### config.mk
export PLATFORM = sky130hd
export DESIGN_NAME = imm_narrow_32to6
export DESIGN_NICKNAME = d
export VERILOG_FILES = /design/src/rtl/imm_narrow_32to6.sv
export SDC_FILE = /design/constraint.sdc
export NUM_CORES = 1
export LEC_CHECK = 0
export ABC_AREA = 1
export CORE_AREA = 2 2 69 71
export CTS_CLUSTER_DIAMETER = 80
export CTS_CLUSTER_SIZE = 16
export DETAILED_ROUTE_END_ITERATION = 16
export DIE_AREA = 0 0 71 73
export PLACE_DENSITY_LB_ADDON = 0.15
export SETUP_SLACK_MARGIN = 0.3
export SLEW_MARGIN = 20
export SYNTH_ARGS = -nofsm -noshare
export SYNTH_HDL_FRONTEND = slang
export SYNTH_SLANG_ARGS = --single-unit
### constraint.sdc
create_clock -name clk -period 1.44 [get_ports clk]
set_clock_uncertainty 0.1 [all_clocks]
set_input_delay 0.288 -clock clk [delete_from_list [all_inputs] [get_ports clk]]
set_output_delay 0.288 -clock clk [all_outputs]
set_load 0.02 [all_outputs]
### src/rtl/imm_narrow_32to6.sv
// Narrows a signed DATA_W value to a signed IMM_W immediate through a one-entry valid/ready stage.
// Optional build macro IMM_NARROW_SATURATE_EN: overflowing inputs saturate instead of truncating.
module imm_narrow_32to6 #(
  parameter int DATA_W = 32,
  parameter int IMM_W  = 6,
  parameter int CNT_W  = 8
) (
  input  logic              clk,
  input  logic              rst_n,
  input  logic              in_valid,
  output logic              in_ready,
  input  logic [DATA_W-1:0] in_data,
  output logic              out_valid,
  input  logic              out_ready,
  output logic [IMM_W-1:0]  out_imm,
  output logic              out_ovf,
  output logic              ovf_sticky,
  output logic [CNT_W-1:0]  ovf_cnt,
  input  logic              clr
);

  localparam logic [CNT_W-1:0] CNT_ONE = {{(CNT_W-1){1'b0}}, 1'b1};
  localparam logic [CNT_W-1:0] CNT_MAX = {CNT_W{1'b1}};

  // Upper bits including the immediate's sign bit must all agree for the value to fit.
  logic [DATA_W-IMM_W:0] upper;
  logic                  fits;
  logic                  accept;
  logic                  ovf_evt;
  logic [IMM_W-1:0]      imm_next;

  assign upper   = in_data[DATA_W-1:IMM_W-1];
  assign fits    = (&upper) || ~(|upper);
  assign in_ready = !out_valid || out_ready;
  assign accept  = in_valid && in_ready;
  assign ovf_evt = accept && !fits;

`ifdef IMM_NARROW_SATURATE_EN
  localparam logic [IMM_W-1:0] IMM_MAX = {1'b0, {(IMM_W-1){1'b1}}};
  localparam logic [IMM_W-1:0] IMM_MIN = {1'b1, {(IMM_W-1){1'b0}}};

  always_comb begin
    imm_next = in_data[IMM_W-1:0];
    if (!fits) imm_next = in_data[DATA_W-1] ? IMM_MIN : IMM_MAX;
  end
`else
  always_comb begin
    imm_next = in_data[IMM_W-1:0];
  end
`endif

  always_ff @(posedge clk or negedge rst_n) begin
    if (!rst_n) begin
      out_valid <= 1'b0;
      out_imm   <= '0;
      out_ovf   <= 1'b0;
    end else if (accept) begin
      out_valid <= 1'b1;
      out_imm   <= imm_next;
      out_ovf   <= !fits;
    end else if (out_ready) begin
      out_valid <= 1'b0;
    end
  end

  // A new overflow in the clear cycle survives the clear as a count of one.
  always_ff @(posedge clk or negedge rst_n) begin
    if (!rst_n) begin
      ovf_sticky <= 1'b0;
      ovf_cnt    <= '0;
    end else if (ovf_evt) begin
      ovf_sticky <= 1'b1;
      if (clr)                   ovf_cnt <= CNT_ONE;
      else if (ovf_cnt != CNT_MAX) ovf_cnt <= ovf_cnt + CNT_ONE;
    end else if (clr) begin
      ovf_sticky <= 1'b0;
      ovf_cnt    <= '0;
    end
  end

endmodule
======== Word level (Yosys, flattened, before mapping) ========
Cells that the tools add are included.
storage, ports and cells
  word-level logic and storage cells ...... 28
  input port bits ......................... 37
  bits in registers ....................... 17
cells by class
  bitwise gates (word level) .............. 1
  reductions and logical operators ........ 12
  add/sub/neg operators ................... 1
  mux-type cells .......................... 8
  equal/unequal tests ..................... 1
operator list
  cell                 count
  $mux 8               4
  $reduce_and 27->1    1
  $reduce_or 27->1     1
  $add 8x1->8 const B  1
  $ne 8x8->1 const B   1
  $reduce_bool 2->1    3
  $mux 1               4
  $logic_and 1x1->1    2
  $logic_not 1->1      2
  $logic_or 1x1->1     2
  $reduce_and 2->1     1
  $not 1->1            1

======== Logic depth before layout (Yosys ltp) ========
  depth in word-level cells ............... 7
  mapped depth ............................ 9

======== Least setup slack after synthesis ========
OpenSTA, ideal clock, no wires.
  path kind ............................... register to register
  from .................................... register ovf_cnt[0]
  to ...................................... register ovf_cnt[5]
  path slack .............................. -0.070 ns
  library setup time ...................... 0.066 ns
  arrival ................................. 1.344 ns
  clock period less this slack ............ 1.510 ns
  cell stages (with the launch flop) ...... 8
  required time ........................... 1.274 ns
  cells stage by stage .................... dfrtp_1 -> ha_1 -> nand2_2 -> nor2_4 -> nand4_4 -> nand4_4 -> nand3_1 -> nand2_1
between the ends
  cells in the longest elaborated chain, start to end .. 4
ends and longest elaborated chain
  what                      line  text
  start: declaration        18    output logic [CNT_W-1:0] ovf_cnt,
  start signal: assignment  74    else if (ovf_cnt != CNT_MAX) ovf_cnt <= ovf_cnt + CNT_ONE;
  $add 8x1->8               74
  $mux 8                    74
  $mux 8                    73    if (clr) ovf_cnt <= CNT_ONE;
  $mux 8                    71    end else if (ovf_evt) begin
Several ways; a longest one is shown, not always the timed one. The select of a mux whose other input is x is not followed.
A chain may end at the register's enable or synchronous reset.

======== Worst setup path in the final report ========
  from .................................... register ovf_cnt[0]
  to ...................................... register ovf_cnt[0]
The elaborated chain is that of the path after synthesis.

==> results by group <==
Yosys
  – Post-synthesis sequential area ratio: 0.392
  – Yosys warns: 0
  – Top cells by count, synth: nand2_1 (62), nor2_1 (30), dfrtp_1 (17)
  – Most frequent cell after synthesis: nand2_1
  – Share of the synthesized area in the top cell type: 0.392
  – Synthesized area per cell: between 6 and 7 µm²
  – Ys async rst share: 1.00
  – Syn_nets: 195
  – Post-synthesis cell area: 1090 µm²
  – Ys flop type: dfrtp_1
  – Synth top area cells: dfrtp_1 (39%), nand2_1 (21%), nor2_1 (10%), nand3_1 (6.5%), nand4_4 (3.9%)
  – Cell taking the most area after synthesis: dfrtp_1
  – Post-Synthesis Cells: ~160
  – Register bit count reported by yosys: 17
  – Unique cell type count in the Yosys netlist: 17
  – EDFF count, synth: 0

Placed design
  – Detailed Place HPWL: around 2300 µm
  – Gpl congestion: 0.798
  – Port buffer count: 54
  – Area post-placement: roughly 1900 µm²

Min path
  – Worst min path class: in -> async

Global route
  – Initial antenna violation count: 0
  – Congestion Overflow GR: 0
  – Global-route wire length before repair: between 5000 and 6000 µm
  – Number of global-route vias before repair: 1258
  – Gr usage total: 0.126
  – Largest net degree at the start of global routing: 18

CTS
  – Root Driver: clkbuf_8
  – Cts bufs inserted: 3
  – H-tree depth reported by CTS: 1
  – Clock buffer depth: 2
  – Clock latency on the worst-skew pair: 250 ps
  – Clock Sinks: 17
  – # hold bufs at CTS: 0
  – CTS tree: yes
  – Clk slew on worst S/H paths: roughly 70 ps

Timing
  – RSZ-0062 raised after global routing: yes
  – Setup ws final: -0.142 ps
  – Final setup viols: 1
  – Tcrit/Tclk final: 1.00
  – WHS: 259 ps
  – Fmax: 694 MHz
  – Worst-margin pin slew: 233 ps
  – Final min period: 1440 ps
  – Relative slew slack: 0.845
  – Final Hold Fails: 0
  – Final Max Tran Viols: 0

Power
  – Pwr Density: 669 nW/µm²
  – Lkg Pwr: 1.06 nW
  – Max VDD drop: around 300 µV

Die
  – Die extent in x: 71 µm
  – Boundary pin count: 55
  – Core area: around 4500 µm²
  – Die area: 5180 µm²
  – Initial core utilization: 0.239
  – Row Count: 25
  – DIE HEIGHT: 73 µm

Drt
  – ANT nets after route: 0
  – Total number of vias: 1269
  – Final WL: approximately 3000 µm
  – Initial DRC count: 25
  – DRC viols: 0
  – Vias per cell: 4.32
  – Wirelength per Cell: 10.1 µm
  – DRT Pass-1 Iters: 4

Layout
  – Post-Layout Inst Area: 2080 µm²
  – Final Util: 0.458
  – Antenna cell count: 0
  – Net count, final: 279
  – Multi-input gate area: 742 µm²
  – Layout area overhead: 91.1%
  – Seq. cell area: about 430 µm²
  – Layout cells sized above 1: 0.371
  – # fillers: 472

Worst setup path
  – WP data required: 1480 ps
  – Crit end category: flop
  – Critical path class: reg -> reg
  – Crit path DAT: 1480 ps
  – Crit path max fanout: 8
  – Crit start category: flop

Run status
  – Violated checks: negative setup slack
  – Status: finished with violations

Flow run
  – Max Cap Violations: 0
## state kept, by name, indices dropped and copies added (netlist names)
| register | flops |
|---|---|
| out_imm | 6 |
| out_ovf | 1 |
| out_valid | 1 |
| ovf_cnt | 8 |
| ovf_sticky | 1 |
## power breakdown
group	internal, W	switching (W)
Combinational	0.000250	0.000218
Sequential	0.000519	0.0000332
Clock	0.000195	0.000173
Total	0.000964	0.000424
## worst max-delay path: stages, from the launching register on
cell,delay [ps]
dfrtp_2,440
ha_4,180
nand2_4,60
nor2_4,40
nand4_4,90
nand4_4,230
nand3_2,150
nand2_2,40
## metrics by stage
stage / power [W] / cells / setup WS (ps) / setup TNS (ps)
2_1_floorplan: 0.000717 / 157 / 59.0 / 0
3_3_place_gp: 0.000971 / 279 / -396 / -4660
3_5_place_dp: 0.000973 / 279 / -401 / -4820
4_1_cts: 0.00137 / 290 / 2.18 / 0
5_1_grt: 0.00147 / 294 / -78.1 / -421
6_report: 0.00139 / 294 / -0.142 / -0.142
## cell type report
| type | instances | area share |
|---|---|---|
| multi-input cells | 127 | 0.357 |
| repair buffers | 79 | 0.354 |
| flip-flops and latches | 17 | 0.207 |
| well taps | 54 | 0.0325 |
| inverters | 13 | 0.0259 |
| clock buffers | 3 | 0.0199 |
| clock inverters | 1 | 0.00362 |
## layout by cell type (no fill, tap or decap), types with 5 or more instances in the layout
cell	Yosys	layout
nand2_1	62	50
dlygate4sd2_1	0	28
nor2_1	30	25
buf_6	0	21
buf_4	0	21
dfrtp_1	17	14
nand2_2	3	10
inv_1	10	9
nand3_2	0	8
clkdlybuf4s50_1	0	8
nand2_4	1	6
nand3_1	14	6
nand4_1	5	5
## path summary, 6_finish.rpt
kind / end / cells after the start / from / slack (ps)
max in group asynchronous: ovf_cnt[0]$_DFFE_PN0P_ / 2 / rst_n / 770
min in group clk: out_imm[5]$_DFFE_PN0P_ / 3 / in_data[5] / 310
max: ovf_cnt[0]$_DFFE_PN0P_ / 7 / ovf_cnt[0]$_DFFE_PN0P_ / -0.1
min: out_valid$_DFFE_PN0P_ / 2 / rst_n / 260
min reg2reg: out_imm[2]$_DFFE_PN0P_ / 2 / out_imm[2]$_DFFE_PN0P_ / 400
max reg2reg: ovf_cnt[0]$_DFFE_PN0P_ / 7 / ovf_cnt[0]$_DFFE_PN0P_ / -0.1
## repair_timing
action	4_1_cts	5_1_grt
pin swaps	27	9
cloned	1	0
setup buffers	6	4
endpoints found under the setup margin	35	34
endpoints found under the hold margin	0	0
resized for setup	145	21
## routing by layer
layer / up-vias / global-route usage / routed length [µm]
li1: 660 / - / -
met1: 561 / 0.159 / 1380
met2: 44 / 0.220 / 1410
met3: 4 / 0.0207 / 152
met4: 0 / 0.0440 / 43
met5: - / 0 / 0
## logic make-up after synthesis
family                   count (synthesis)  synth area share
flip-flops                              17             0.392
AO/OA/AOI/OAI                            1           0.00692
XOR/XNOR                                 5            0.0403
adder cells (fa/ha/maj)                  1            0.0115
AND/OR/NAND/NOR                        119             0.499
buffers and inverters                   14            0.0507
(Power assumes the default switching activity.)
